<file path="src/rtl/sram_bank_arbiter_if.sv">
// Requestor-side bus of the SRAM bank arbiter: NUM_CH channels packed side by side,
// channel c occupying bit c, bits [4c+3:4c] of ch_be and bits [32c+31:32c] of the 32-bit fields.
interface sram_bank_arbiter_if #(
    parameter int NUM_CH = 2
);
    logic [NUM_CH-1:0]    ch_req;
    logic [NUM_CH-1:0]    ch_we;
    logic [4*NUM_CH-1:0]  ch_be;
    logic [32*NUM_CH-1:0] ch_addr;
    logic [32*NUM_CH-1:0] ch_wdata;
    logic [NUM_CH-1:0]    ch_ack;
    logic [NUM_CH-1:0]    ch_err;
    logic [32*NUM_CH-1:0] ch_rdata;

    modport master (
        output ch_req, ch_we, ch_be, ch_addr, ch_wdata,
        input  ch_ack, ch_err, ch_rdata
    );

    modport slave (
        input  ch_req, ch_we, ch_be, ch_addr, ch_wdata,
        output ch_ack, ch_err, ch_rdata
    );
endinterface

</file>
<file path="src/rtl/sram_bank_arbiter.sv">
// Arbiter between NUM_CH requestors and the BaseRAM/ExtRAM asynchronous SRAMs, with one
// IDLE->ACCESS->DONE engine per bank so two channels can use different banks at once.
module sram_bank_arbiter #(
    parameter int          NUM_CH      = 2,
    parameter int          WAIT_CYCLES = 1,
    parameter int          ARB_MODE    = 1,
    parameter logic [31:0] RAM_BASE    = 32'h8000_0000
) (
    input  logic               clk,
    input  logic               resetn,
    sram_bank_arbiter_if.slave ch,
    output logic [19:0]        base_ram_addr,
    output logic [3:0]         base_ram_be_n,
    output logic               base_ram_ce_n,
    output logic               base_ram_oe_n,
    output logic               base_ram_we_n,
    output logic [31:0]        base_ram_data_o,
    output logic               base_ram_data_oe,
    input  logic [31:0]        base_ram_data_i,
    output logic [19:0]        ext_ram_addr,
    output logic [3:0]         ext_ram_be_n,
    output logic               ext_ram_ce_n,
    output logic               ext_ram_oe_n,
    output logic               ext_ram_we_n,
    output logic [31:0]        ext_ram_data_o,
    output logic               ext_ram_data_oe,
    input  logic [31:0]        ext_ram_data_i
);

    localparam int PTR_W = (NUM_CH > 1) ? $clog2(NUM_CH) : 1;

    typedef enum logic [1:0] {S_IDLE, S_ACCESS, S_DONE} state_t;

    // First requester at or after ptr, wrapping around; ptr = 0 gives fixed priority.
    function automatic logic [NUM_CH-1:0] f_pick(input logic [NUM_CH-1:0] mask,
                                                 input logic [PTR_W-1:0]  ptr);
        logic [NUM_CH-1:0] g;
        logic              found;
        g     = '0;
        found = 1'b0;
        for (int j = 0; j < NUM_CH; j++) begin
            if (!found && (j >= int'(ptr)) && mask[j]) begin
                g[j]  = 1'b1;
                found = 1'b1;
            end
        end
        for (int j = 0; j < NUM_CH; j++) begin
            if (!found && (j < int'(ptr)) && mask[j]) begin
                g[j]  = 1'b1;
                found = 1'b1;
            end
        end
        return g;
    endfunction

    function automatic logic [PTR_W-1:0] f_enc(input logic [NUM_CH-1:0] onehot);
        logic [PTR_W-1:0] id;
        id = '0;
        for (int j = 0; j < NUM_CH; j++) begin
            if (onehot[j]) id = PTR_W'(j);
        end
        return id;
    endfunction

    logic [NUM_CH-1:0] w_inwin;
    logic [NUM_CH-1:0] w_bank;
    logic [NUM_CH-1:0] w_unmapped;

    always_comb begin
        w_inwin = '0;
        w_bank  = '0;
        for (int c = 0; c < NUM_CH; c++) begin
            w_inwin[c] = (ch.ch_addr[c*32 +: 32] - RAM_BASE) < 32'h0080_0000;
            w_bank[c]  = ch.ch_addr[c*32 + 22];
        end
    end

    assign w_unmapped = ch.ch_req & ~w_inwin;

    // Per-bank results, index 0 = BaseRAM, 1 = ExtRAM
    logic             w_bk_fin  [2];
    logic             w_bk_rd   [2];
    logic [PTR_W-1:0] w_bk_id   [2];
    logic [31:0]      w_bk_din  [2];
    logic             w_bk_ce_n [2];
    logic             w_bk_oe_n [2];
    logic             w_bk_we_n [2];
    logic             w_bk_doe  [2];
    logic [3:0]       w_bk_be_n [2];
    logic [19:0]      w_bk_addr [2];
    logic [31:0]      w_bk_dout [2];

    assign w_bk_din[0] = base_ram_data_i;
    assign w_bk_din[1] = ext_ram_data_i;

    for (genvar b = 0; b < 2; b++) begin : g_bank
        state_t            r_state;
        state_t            w_next;
        logic [2:0]        r_cnt;
        logic [PTR_W-1:0]  r_ptr;
        logic [PTR_W-1:0]  r_gid;
        logic [PTR_W-1:0]  w_gnt_id;
        logic [19:0]       r_addr;
        logic [19:0]       w_sel_addr;
        logic [3:0]        r_be;
        logic [3:0]        w_sel_be;
        logic              r_we;
        logic              w_sel_we;
        logic [31:0]       r_wdata;
        logic [31:0]       w_sel_wdata;
        logic [NUM_CH-1:0] w_cand;
        logic [NUM_CH-1:0] w_grant;
        logic              w_last;
        logic              w_ce_n;
        logic              w_oe_n;
        logic              w_we_n;
        logic              w_doe;
        logic [3:0]        w_be_n;

        assign w_cand   = ch.ch_req & w_inwin & ((b == 0) ? ~w_bank : w_bank);
        assign w_grant  = f_pick(w_cand, (ARB_MODE == 1) ? r_ptr : PTR_W'(0));
        assign w_gnt_id = f_enc(w_grant);
        assign w_last   = (r_state == S_ACCESS) && (r_cnt == 3'(WAIT_CYCLES));

        always_comb begin
            w_sel_addr  = '0;
            w_sel_be    = '0;
            w_sel_we    = 1'b0;
            w_sel_wdata = '0;
            for (int c = 0; c < NUM_CH; c++) begin
                if (w_grant[c]) begin
                    w_sel_addr  = ch.ch_addr[c*32 + 2 +: 20];
                    w_sel_be    = ch.ch_be[c*4 +: 4];
                    w_sel_we    = ch.ch_we[c];
                    w_sel_wdata = ch.ch_wdata[c*32 +: 32];
                end
            end
        end

        always_ff @(posedge clk or negedge resetn) begin
            if (!resetn) r_state <= S_IDLE;
            else         r_state <= w_next;
        end

        always_comb begin
            w_next = r_state;
            case (r_state)
                S_IDLE:   if (|w_cand) w_next = S_ACCESS;
                S_ACCESS: if (w_last)  w_next = S_DONE;
                S_DONE:   w_next = S_IDLE;
                default:  w_next = S_IDLE;
            endcase
        end

        // Latch the granted request; the access runs to completion even if req drops
        always_ff @(posedge clk or negedge resetn) begin
            if (!resetn) begin
                r_cnt   <= '0;
                r_ptr   <= '0;
                r_gid   <= '0;
                r_addr  <= '0;
                r_be    <= '0;
                r_we    <= 1'b0;
                r_wdata <= '0;
            end else if (r_state == S_IDLE) begin
                r_cnt <= '0;
                if (|w_cand) begin
                    r_gid   <= w_gnt_id;
                    r_ptr   <= (w_gnt_id == PTR_W'(NUM_CH - 1)) ? '0 : w_gnt_id + 1'b1;
                    r_addr  <= w_sel_addr;
                    r_be    <= w_sel_be;
                    r_we    <= w_sel_we;
                    r_wdata <= w_sel_wdata;
                end
            end else if (r_state == S_ACCESS) begin
                r_cnt <= r_cnt + 1'b1;
            end
        end

        always_comb begin
            w_ce_n = 1'b1;
            w_oe_n = 1'b1;
            w_we_n = 1'b1;
            w_be_n = 4'hF;
            w_doe  = 1'b0;
            case (r_state)
                S_ACCESS: begin
                    w_ce_n = 1'b0;
                    w_oe_n = r_we;
                    w_we_n = ~r_we;
                    w_be_n = r_we ? ~r_be : 4'h0;
                    w_doe  = r_we;
                end
                S_DONE:  w_doe = r_we;  // keep driving the pad for write hold time
                default: ;
            endcase
        end

        assign w_bk_fin[b]  = w_last;
        assign w_bk_rd[b]   = ~r_we;
        assign w_bk_id[b]   = r_gid;
        assign w_bk_ce_n[b] = w_ce_n;
        assign w_bk_oe_n[b] = w_oe_n;
        assign w_bk_we_n[b] = w_we_n;
        assign w_bk_doe[b]  = w_doe;
        assign w_bk_be_n[b] = w_be_n;
        assign w_bk_addr[b] = r_addr;
        assign w_bk_dout[b] = r_wdata;
    end

    logic [NUM_CH-1:0] r_ack;
    logic [NUM_CH-1:0] r_err;
    logic [31:0]       r_rdata [NUM_CH];

    // Unmapped requests are acked once; the ~r_ack mask stops a re-ack while req is still held
    always_ff @(posedge clk or negedge resetn) begin
        if (!resetn) begin
            r_ack <= '0;
            r_err <= '0;
            for (int c = 0; c < NUM_CH; c++) r_rdata[c] <= '0;
        end else begin
            r_ack <= w_unmapped & ~r_ack;
            r_err <= w_unmapped & ~r_ack;
            for (int b = 0; b < 2; b++) begin
                if (w_bk_fin[b]) begin
                    r_ack[w_bk_id[b]] <= 1'b1;
                    if (w_bk_rd[b]) r_rdata[w_bk_id[b]] <= w_bk_din[b];
                end
            end
        end
    end

    assign ch.ch_ack = r_ack;
    assign ch.ch_err = r_err;

    for (genvar c = 0; c < NUM_CH; c++) begin : g_rdata
        assign ch.ch_rdata[c*32 +: 32] = r_rdata[c];
    end

    assign base_ram_addr    = w_bk_addr[0];
    assign base_ram_be_n    = w_bk_be_n[0];
    assign base_ram_ce_n    = w_bk_ce_n[0];
    assign base_ram_oe_n    = w_bk_oe_n[0];
    assign base_ram_we_n    = w_bk_we_n[0];
    assign base_ram_data_o  = w_bk_dout[0];
    assign base_ram_data_oe = w_bk_doe[0];

    assign ext_ram_addr     = w_bk_addr[1];
    assign ext_ram_be_n     = w_bk_be_n[1];
    assign ext_ram_ce_n     = w_bk_ce_n[1];
    assign ext_ram_oe_n     = w_bk_oe_n[1];
    assign ext_ram_we_n     = w_bk_we_n[1];
    assign ext_ram_data_o   = w_bk_dout[1];
    assign ext_ram_data_oe  = w_bk_doe[1];

endmodule
</file>
<file path="src/flat_wrapper.sv">
// flat-port wrapper written by rule: the top's interface ports become plain ports
module sram_bank_arbiter_flat 
#(
    parameter int          NUM_CH      = 2,
    parameter int          WAIT_CYCLES = 1,
    parameter int          ARB_MODE    = 1,
    parameter logic [31:0] RAM_BASE    = 32'h8000_0000
)
  (clk, resetn, base_ram_addr, base_ram_be_n, base_ram_ce_n, base_ram_oe_n, base_ram_we_n, base_ram_data_o, base_ram_data_oe, base_ram_data_i, ext_ram_addr, ext_ram_be_n, ext_ram_ce_n, ext_ram_oe_n, ext_ram_we_n, ext_ram_data_o, ext_ram_data_oe, ext_ram_data_i, ch_ch_req, ch_ch_we, ch_ch_be, ch_ch_addr, ch_ch_wdata, ch_ch_ack, ch_ch_err, ch_ch_rdata);
  sram_bank_arbiter_if #(.NUM_CH(NUM_CH)) ch_i ();
  input  logic clk;
  input  logic resetn;
  output logic [19:0] base_ram_addr;
  output logic [3:0] base_ram_be_n;
  output logic base_ram_ce_n;
  output logic base_ram_oe_n;
  output logic base_ram_we_n;
  output logic [31:0] base_ram_data_o;
  output logic base_ram_data_oe;
  input  logic [31:0] base_ram_data_i;
  output logic [19:0] ext_ram_addr;
  output logic [3:0] ext_ram_be_n;
  output logic ext_ram_ce_n;
  output logic ext_ram_oe_n;
  output logic ext_ram_we_n;
  output logic [31:0] ext_ram_data_o;
  output logic ext_ram_data_oe;
  input  logic [31:0] ext_ram_data_i;
  input wire logic [$bits(ch_i.ch_req)-1:0] ch_ch_req;
  input wire logic [$bits(ch_i.ch_we)-1:0] ch_ch_we;
  input wire logic [$bits(ch_i.ch_be)-1:0] ch_ch_be;
  input wire logic [$bits(ch_i.ch_addr)-1:0] ch_ch_addr;
  input wire logic [$bits(ch_i.ch_wdata)-1:0] ch_ch_wdata;
  output wire logic [$bits(ch_i.ch_ack)-1:0] ch_ch_ack;
  output wire logic [$bits(ch_i.ch_err)-1:0] ch_ch_err;
  output wire logic [$bits(ch_i.ch_rdata)-1:0] ch_ch_rdata;
  assign ch_i.ch_req = ch_ch_req;
  assign ch_i.ch_we = ch_ch_we;
  assign ch_i.ch_be = ch_ch_be;
  assign ch_i.ch_addr = ch_ch_addr;
  assign ch_i.ch_wdata = ch_ch_wdata;
  assign ch_ch_ack = ch_i.ch_ack;
  assign ch_ch_err = ch_i.ch_err;
  assign ch_ch_rdata = ch_i.ch_rdata;
  sram_bank_arbiter #(.NUM_CH(NUM_CH), .WAIT_CYCLES(WAIT_CYCLES), .ARB_MODE(ARB_MODE), .RAM_BASE(RAM_BASE)) u_core (.clk(clk), .resetn(resetn), .ch(ch_i), .base_ram_addr(base_ram_addr), .base_ram_be_n(base_ram_be_n), .base_ram_ce_n(base_ram_ce_n), .base_ram_oe_n(base_ram_oe_n), .base_ram_we_n(base_ram_we_n), .base_ram_data_o(base_ram_data_o), .base_ram_data_oe(base_ram_data_oe), .base_ram_data_i(base_ram_data_i), .ext_ram_addr(ext_ram_addr), .ext_ram_be_n(ext_ram_be_n), .ext_ram_ce_n(ext_ram_ce_n), .ext_ram_oe_n(ext_ram_oe_n), .ext_ram_we_n(ext_ram_we_n), .ext_ram_data_o(ext_ram_data_o), .ext_ram_data_oe(ext_ram_data_oe), .ext_ram_data_i(ext_ram_data_i));
endmodule
</file>
<file path="config.mk">
export PLATFORM = sky130hd
export DESIGN_NAME = sram_bank_arbiter_flat
export DESIGN_NICKNAME = d
export VERILOG_FILES = /design/src/rtl/sram_bank_arbiter_if.sv /design/src/rtl/sram_bank_arbiter.sv /design/src/flat_wrapper.sv
export SDC_FILE = /design/constraint.sdc
export NUM_CORES = 1
export LEC_CHECK = 0
export BUFFER_PORTS_ARGS = -buffer_cell sky130_fd_sc_hd__buf_4
export CAP_MARGIN = 10
export CORE_ASPECT_RATIO = 1.25
export CORE_MARGIN = 1
export CORE_UTILIZATION = 30
export CTS_CLUSTER_DIAMETER = 200
export DETAILED_ROUTE_END_ITERATION = 10
export HOLD_SLACK_MARGIN = 0.06
export SLEW_MARGIN = 20
export SYNTH_ARGS = -nofsm -noshare
export SYNTH_HDL_FRONTEND = slang
export SYNTH_SLANG_ARGS = --single-unit
</file>
<file path="constraint.sdc">
create_clock -name clk -period 2.63 [get_ports clk]
set_input_delay 0.526 -clock clk [delete_from_list [all_inputs] [get_ports clk]]
set_output_delay 0.526 -clock clk [all_outputs]
set_load 0.01 [all_outputs]
</file>
==> PnR_summary.wiki, run 1 <==
{| class="wikitable"
! Metric !! Value
|-
| Final Core Density || 0.4566
|-
| Critical path buffer and inverter count || 3
|-
| Initial core utilization || 0.3067
|-
| Yosys cell types || 42
|-
| CP Max Fanout || 62
|-
| Hold violation total from the final report || 0
|-
| Growth of design area from synthesis to finish || 48.86%
|-
| Final-layout fill cell count || 2843
|-
| Vias per Instance || 4.976
|-
| Maxcap violations || 0
|-
| Library cell occupying the most area in the post-synthesis netlist || dfrtp_1
|-
| Final layout net count || 1519
|-
| Relative slew margins || 0.6278
|-
| Final Max Tran Viols || 0
|-
| Worst endpoint data arrival time || 2.70 ns
|-
| Core area || 0.02943 mm2
|-
| Classification of the worst-slack hold path || in -> async
|-
| Critical path start-end classification || in -> reg
|-
| Area of the multi-input gates || 0.003810 mm2
|-
| Worst hold-check slack || 0.08965 ns
|-
| Share of synthesized registers carrying an async set or reset || 1.000
|-
| Warning count from the yosys run || 0
|-
| Ys flop type || dfrtp_1
|-
| CP Cell Sequence || buf_4, or4_1, buf_4, or4_4, a21oi_4, buf_12, nor2_1, a21oi_1
|-
| Share of cells above drive strength 1 || 0.3698
|-
| Avg WL per Cell || 18.40 um
|-
| Buffer depth of the longest clock path || 2
|-
| Transition time of the tightest slew-check pin || 0.5583 ns
|-
| Largest delay share family, worst path || simple AND/OR/NAND/NOR gates
|-
| Area fraction of the dominant cell type after synthesis || 0.5434
|-
| Via count of the first global-routing pass || 8439
|-
| IO buf count || 389
|-
| Share of the clock period used by the worst path after layout || 0.8911
|-
| Min cycle time layout || 2.344 ns
|-
| Number of enable-type register cells in the synthesized netlist || 0
|-
| Delay of the slowest critical-path stage || 0.58 ns
|-
| Chip width || 157.1 um
|-
| DRC violations left || 0
|-
| Critical path depth in cells || 8
|-
| Area of the mapped netlist || 0.009026 mm2
|-
| Maximum number of pins on one net before global-route repair || 65
|-
| Syn_area_per_cell || 9.854 um2
|-
| Number of antenna violations at the first check in global routing || 1
|-
| Result of the run || completed
|-
| Root Driver || clkbuf_16
|-
| Number of hold buffers added after CTS || 0
|-
| Pwr Density || 492.0 mW/mm2
|-
| Reg2Reg Depth || 7
|-
| Final global-route overflow total || 0
|-
| All-Layer GR Usage || 0.2020
|-
| Buffers inserted during post-CTS setup optimization || 0
|-
| Worst R2R Start || u_core.g_bank[0].r_state[1]
|-
| Combined flip-flop and latch cell area || 0.004905 mm2
|-
| Largest voltage drop on the vdd net || 0.0004031 V
|-
| Synthesized Nets || 1130
|-
| Count of instances resized after the clock tree is built || 0
|-
| Cell repeated most along the worst path || buf_4
|-
| Drt total wl || 31.54 mm
|-
| I/O pin total || 394
|-
| Skew final || 0.01259 ns
|-
| Slowest CP cell || or4_1
|-
| Row count || 70
|-
| Seq/Total Area, Yosys || 0.5434
|-
| Cell types with the largest area share after synthesis || dfrtp_1, a22oi_1, mux2i_1, a21oi_1, nor2_1
|-
| Final setup violating endpoints || 0
|-
| Number of register bits inferred by synthesis || 196
|-
| Clock transition at path regs || 0.07 ns
|-
| Required time worst endpoint || 2.99 ns
|-
| Critical path origin || ch_ch_addr[60]
|-
| Violation count after the first detailed-route iteration || 396
|-
| F_max || 0.4267 GHz
|-
| Startpoint class of the critical path || primary input
|-
| Initial DRT Pass Iterations || 5
|-
| Via count || 8529
|-
| Clock sink count || 196
|-
| Count of mapped cells out of synthesis || 916
|-
| Antenna violation net count after detailed routing || 0
|-
| Sum of net half-perimeters after detailed placement || 22.64 mm
|-
| Floorplan die height || 195.9 um
|-
| Routability congestion estimate from global placement || 0.7931
|-
| Setup crit end kind || register
|-
| Setup repair after global routing missed its margin || no
|-
| Global-route wire length before repair || 47.27 mm
|-
| Die outline area || 0.03079 mm2
|-
| CTS HTree Levels || 4
|-
| Clock tree from TritonCTS || built
|-
| Clock latency on the worst-skew pair || 0.44 ns
|-
| Number of CTS-inserted buffers || 17
|-
| Static Leak || 6.135 nW
|}
[through the flow]
stage | total power (W) | setup WS (ns) | cell area [um2] | setup TNS [ns] | instances
after global placement | 0.004050 | -0.1572 | 12860 | -8.803 | 1682
after CTS | 0.006728 | 0.2888 | 13430 | 0 | 1713
after detailed placement | 0.004062 | -0.1715 | 12860 | -9.304 | 1682
after global routing | 0.006895 | 0.1654 | 13440 | 0 | 1714
after floorplan | 0.003451 | 0.1862 | 9026 | 0 | 916
final | 0.006611 | 0.2865 | 13440 | 0 | 1714
[area by class of cell]
cell class	instances	area share
timing repair buffer	440	0.2677
tap	396	0.03688
sequential	196	0.3650
inverter	14	0.003911
antenna	1	0.0001862
clock buffer	19	0.03371
multi-input combinational	636	0.2835
clock inverter	12	0.009032
[power by group]
part           total [W]  switching (W)  internal (W)
registers        0.00321      0.0000754       0.00313
logic           0.000786       0.000364      0.000422
clock network    0.00262        0.00124       0.00137
[flip-flops by register name, summed over array words and instances (netlist names), 4 cells and up]
name / count
u_core.base_ram_addr: 20
u_core.ext_ram_data_o: 32
u_core.base_ram_data_o: 32
u_core.g_bank.r_be: 8
u_core.g_bank.r_cnt: 6
u_core.ch.ch_rdata: 64
u_core.ext_ram_addr: 20
u_core.g_bank.r_state: 4
[cells in the final DEF, fill, tap and decap left out, types with 3 or more instances in the layout]
master | netlist | layout
a21oi_1 | 120 | 119
nor4_1 | 3 | 3
dfrtp_1 | 196 | 196
o21ai_0 | 75 | 75
and2_1 | 4 | 4
inv_6 | 0 | 4
mux2i_1 | 66 | 66
a22oi_1 | 116 | 116
clkinvlp_4 | 0 | 3
nand2b_1 | 3 | 3
nor2_1 | 125 | 123
clkbuf_8 | 0 | 3
nor3_2 | 1 | 3
inv_1 | 14 | 14
buf_12 | 0 | 23
nand4_1 | 3 | 3
clkbuf_16 | 0 | 17
nand2_1 | 76 | 76
buf_4 | 4 | 416
ha_1 | 8 | 8
nand3_1 | 3 | 3
nor2b_1 | 5 | 4
[cells by family (layout without fill, tap and decap cells)]
logic type	after synthesis	in the layout	share of synthesized area
compound gates	324	324	0.2176
xor+xnor	4	4	0.003882
fa+ha+maj	8	8	0.01109
buf+inv	84	485	0.04242
flops	196	196	0.5434
mux	66	66	0.07319
other cells	0	1	0
simple gates	234	234	0.1084
[cell usage after synthesis (all sizes together) (2+ instances only)]
| library cell | n |
|---|---|
| o21ai | 75 |
| mux2i | 66 |
| nor4 | 4 |
| a22oi | 116 |
| xnor2 | 2 |
| nor2 | 125 |
| or4 | 3 |
| inv | 14 |
| nand3 | 3 |
| a311oi | 2 |
| nand4 | 3 |
| or2 | 2 |
| a21oi | 121 |
| dfrtp | 196 |
| nand2b | 3 |
| and2 | 4 |
| clkbuf | 33 |
| nand2 | 76 |
| o31ai | 2 |
| nor3 | 4 |
| nor2b | 5 |
| xor2 | 2 |
| ha | 8 |
| buf | 37 |
[path summary, 6_finish.rpt]
check                                                  to  slack, ns
max in group asynchronous         u_core.ext_ram_addr[15]       1.85
worst max register to register     u_core.ch.ch_rdata[51]       0.60
worst min-delay path               u_core.ch.ch_rdata[28]       0.09
worst min register to register        u_core.ch.ch_err[1]       0.47
worst max-delay path            u_core.ext_ram_data_o[22]       0.29
min in group clk                   u_core.ch.ch_rdata[43]       0.30
[routing by layer]
metal,track usage,vias up,share of wire
met4,0.07479,0,0.025
met3,0.05279,49,0.083
met5,0,-,0
li1,-,4044,-
met1,0.2373,4066,0.40
met2,0.3506,370,0.49
No activity file was read; power rests on OpenSTA's default activity.
==> run 2, diff against run 1 <==
--- a/config.mk
+++ b/config.mk
@@ -5,13 +5,13 @@
 export SDC_FILE = /design/constraint.sdc
 export NUM_CORES = 1
 export LEC_CHECK = 0
-export BUFFER_PORTS_ARGS = -buffer_cell sky130_fd_sc_hd__buf_4
 export CAP_MARGIN = 10
 export CORE_ASPECT_RATIO = 1.25
 export CORE_MARGIN = 1
 export CORE_UTILIZATION = 30
 export CTS_CLUSTER_DIAMETER = 200
 export DETAILED_ROUTE_END_ITERATION = 10
+export DONT_BUFFER_PORTS = 1
 export HOLD_SLACK_MARGIN = 0.06
 export SLEW_MARGIN = 20
 export SYNTH_ARGS = -nofsm -noshare
==> run 2 against run 1 <==
Net effect:
- the flow now finishes with violations (hold timing)
- routed wire length is 9.4% lower
- clock skew is 0.00076 ns higher
- setup slack better by 0.12 ns
- clock power is 7% higher
- critical endpoint is now ext_ram_be_n[1]
==> PnR_summary.wiki, run 2 (synthesized netlist as in run 1, its figures left out) <==
{| class="wikitable"
! Metric !! Value
|-
| Core area || 0.02943 mm2 (unchanged)
|-
| Global-route wire length before repair || 41.50 mm (-12%)
|-
| Root Driver || clkbuf_16
|-
| Delay of the slowest critical-path stage || 0.54 ns (-0.04 ns)
|-
| Final setup violating endpoints || 0 (unchanged)
|-
| Antenna violation net count after detailed routing || 0 (unchanged)
|-
| Number of CTS-inserted buffers || 17 (unchanged)
|-
| Hold violation total from the final report || 196 (+196)
|-
| Maximum number of pins on one net before global-route repair || 197 (+200%)
|-
| CP Cell Sequence || inv_1, o21ai_0
|-
| Setup crit end kind || primary output
|-
| Min cycle time layout || 2.224 ns (-0.1196 ns)
|-
| Buffer depth of the longest clock path || 2 (unchanged)
|-
| Via count of the first global-routing pass || 7193 (-15%)
|-
| Most common cell after layout, fill and taps aside || dfrtp_1
|-
| Growth of design area from synthesis to finish || 15.97%
|-
| Pwr Density || 599.1 mW/mm2 (+22%)
|-
| Final layout net count || 1130 (-26%)
|-
| CP Max Fanout || 6 (-90%)
|-
| Clock tree from TritonCTS || built
|-
| Final Max Tran Viols || 0 (unchanged)
|-
| F_max || 0.4497 GHz (+5.4%)
|-
| Largest voltage drop on the vdd net || 0.0003564 V (-12%)
|-
| Register-to-register setup slack || 0.66 ns (+0.06 ns)
|-
| All-Layer GR Usage || 0.1795 (-0.02248)
|-
| Cell count after placement || 1293 (-23%)
|-
| Maxcap violations || 0 (unchanged)
|-
| Clock latency on the worst-skew pair || 0.43 ns (about the same)
|-
| Row count || 70 (unchanged)
|-
| Initial DRT Pass Iterations || 5 (unchanged)
|-
| Share of power burned in the clock network || 0.446 (+0.050)
|-
| IO buf count || 0 (-100%)
|-
| Violation count after the first detailed-route iteration || 523 (+32%)
|-
| Initial core utilization || 0.3067 (unchanged)
|-
| CTS HTree Levels || 4 (unchanged)
|-
| Die outline area || 0.03079 mm2 (unchanged)
|-
| DRC violations left || 0 (unchanged)
|-
| Classification of the worst-slack hold path || in -> async
|-
| Share of the clock period used by the worst path after layout || 0.8456 (-0.04548)
|-
| Non-filler instance count after layout || 1324 (-23%)
|-
| Cell internal pwr || 0.004808 W (-2.4%)
|-
| Final global-route overflow total || 0 (unchanged)
|-
| Drt total wl || 28.59 mm (-9.4%)
|-
| Required time worst endpoint || 2.10 ns (-0.89 ns)
|-
| Most frequent cells in the layout || dfrtp_1, nor2_1, a21oi_1
|-
| Clock transition at path regs || 0.08 ns (about the same)
|-
| Transition time of the tightest slew-check pin || 0.7192 ns (+0.1609 ns)
|-
| I/O pin total || 394 (unchanged)
|-
| Slowest CP cell || dfrtp_1
|-
| Switch share || 0.2333 (-0.02129)
|-
| Number of antenna violations at the first check in global routing || 1 (unchanged)
|-
| Sum of net half-perimeters after detailed placement || 20.21 mm (-11%)
|-
| Chip width || 157.1 um (unchanged)
|-
| Largest delay share family, worst path || flip-flops
|-
| Routability congestion estimate from global placement || 0.7930 (about the same)
|-
| Startpoint class of the critical path || register
|-
| Floorplan die height || 195.9 um (unchanged)
|-
| Failing checks || hold timing
|-
| Result of the run || finished with violations
|-
| Final-layout fill cell count || 2978 (+4.7%)
|-
| Setup repair after global routing missed its margin || no
|-
| Share of cells above drive strength 1 || 0.1036 (-0.2662)
|-
| Buffers inserted during post-CTS setup optimization || 0 (unchanged)
|-
| Max FFs per register || 64 (unchanged)
|-
| Sequential Power Share || 0.524 (+0.039)
|-
| Static Leak || 4.187 nW (-32%)
|-
| Count of instances resized after the clock tree is built || 0 (unchanged)
|-
| Worst hold-check slack || -0.2054 ns (-0.2950 ns)
|-
| Via count || 7106 (-17%)
|-
| Clock sink count || 196 (unchanged)
|-
| Critical path buffer and inverter count || 1 (-2)
|-
| Relative slew margins || 0.5195 (-0.1083)
|-
| Final Core Density || 0.3557 (-0.1009)
|-
| Vias per Instance || 5.367 (+7.9%)
|-
| Critical path start-end classification || reg -> out
|-
| Worst endpoint data arrival time || 1.70 ns (-1.00 ns)
|-
| Skew final || 0.01335 ns (+0.0007580 ns)
|-
| Switch Pwr || 0.001463 W (-13%)
|-
| Combinational group share of total power || 0.029 (-0.090)
|-
| Avg WL per Cell || 21.59 um (+17%)
|}
[run 2: changes by cell type in the layout (fill, tap and decap cells not counted), sizes merged]
cell,before,now
buf,439,51
bufinv,1,4
clkbuf,20,18
clkinvlp,3,1
inv,19,18
[run 2: power groups by stage]
stage	registers (W)	clock network, W	logic (W)
after CTS	0.00329	0.00290	0.000187
final	0.00329	0.00280	0.000184
after global placement	0.00335	0	0.000179
after detailed placement	0.00335	0	0.000189
after floorplan	0.00331	0	0.000146
after global routing	0.00330	0.00301	0.000213
[run 2: layout make-up]
type                    instances  area (um2)  area share
flip-flops and latches        196        4905      0.4686
inverters                      14       52.55    0.005020
clock inverters                12       177.7     0.01697
multi-input cells             636        3810      0.3640
well taps                     396       495.5     0.04733
repair buffers                 51       595.6     0.05690
clock buffers                  18       429.2     0.04100
diodes                          1       2.502   0.0002391
[run 2: per-stage QoR]
step / total power, W / TNS, ns / hold WS [ns] / worst slack, ns / cell area [um2]
6_report: 0.006271 / 0 / -0.2054 / 0.4061 / 10470
5_1_grt: 0.006521 / 0 / -0.2450 / 0.2270 / 10470
4_1_cts: 0.006372 / 0 / -0.2451 / 0.2557 / 10470
3_5_place_dp: 0.003534 / -0.8503 / 0.2342 / -0.06935 / 9858
3_3_place_gp: 0.003524 / -0.2552 / 0.2343 / -0.03421 / 9858
2_1_floorplan: 0.003451 / 0 / 0.2304 / 0.1862 / 9026
[run 2: final timing paths]
path	startpoint	end	cells after the start
worst max-delay path	u_core.g_bank[1].r_we	ext_ram_be_n[1]	2
worst min-delay path	resetn	u_core.ch.ch_rdata[55]	0
worst max register to register	u_core.g_bank[1].r_cnt[1]	u_core.ch.ch_rdata[51]	7
worst min register to register	u_core.g_bank[1].r_be[3]	u_core.g_bank[1].r_be[3]	2
max in group asynchronous	resetn	u_core.ext_ram_data_o[7]	0
min in group clk	ext_ram_data_i[7]	u_core.ch.ch_rdata[7]	2
[run 2: metal layers]
layer / vias up / global-route usage / share of wire / wire length, um
met5: - / 0 / 0 / 0
li1: 3253 / - / - / -
met2: 384 / 0.3144 / 0.50 / 14400
met4: 0 / 0.07695 / 0.029 / 816
met3: 41 / 0.05478 / 0.096 / 2752
met1: 3428 / 0.1991 / 0.37 / 10610
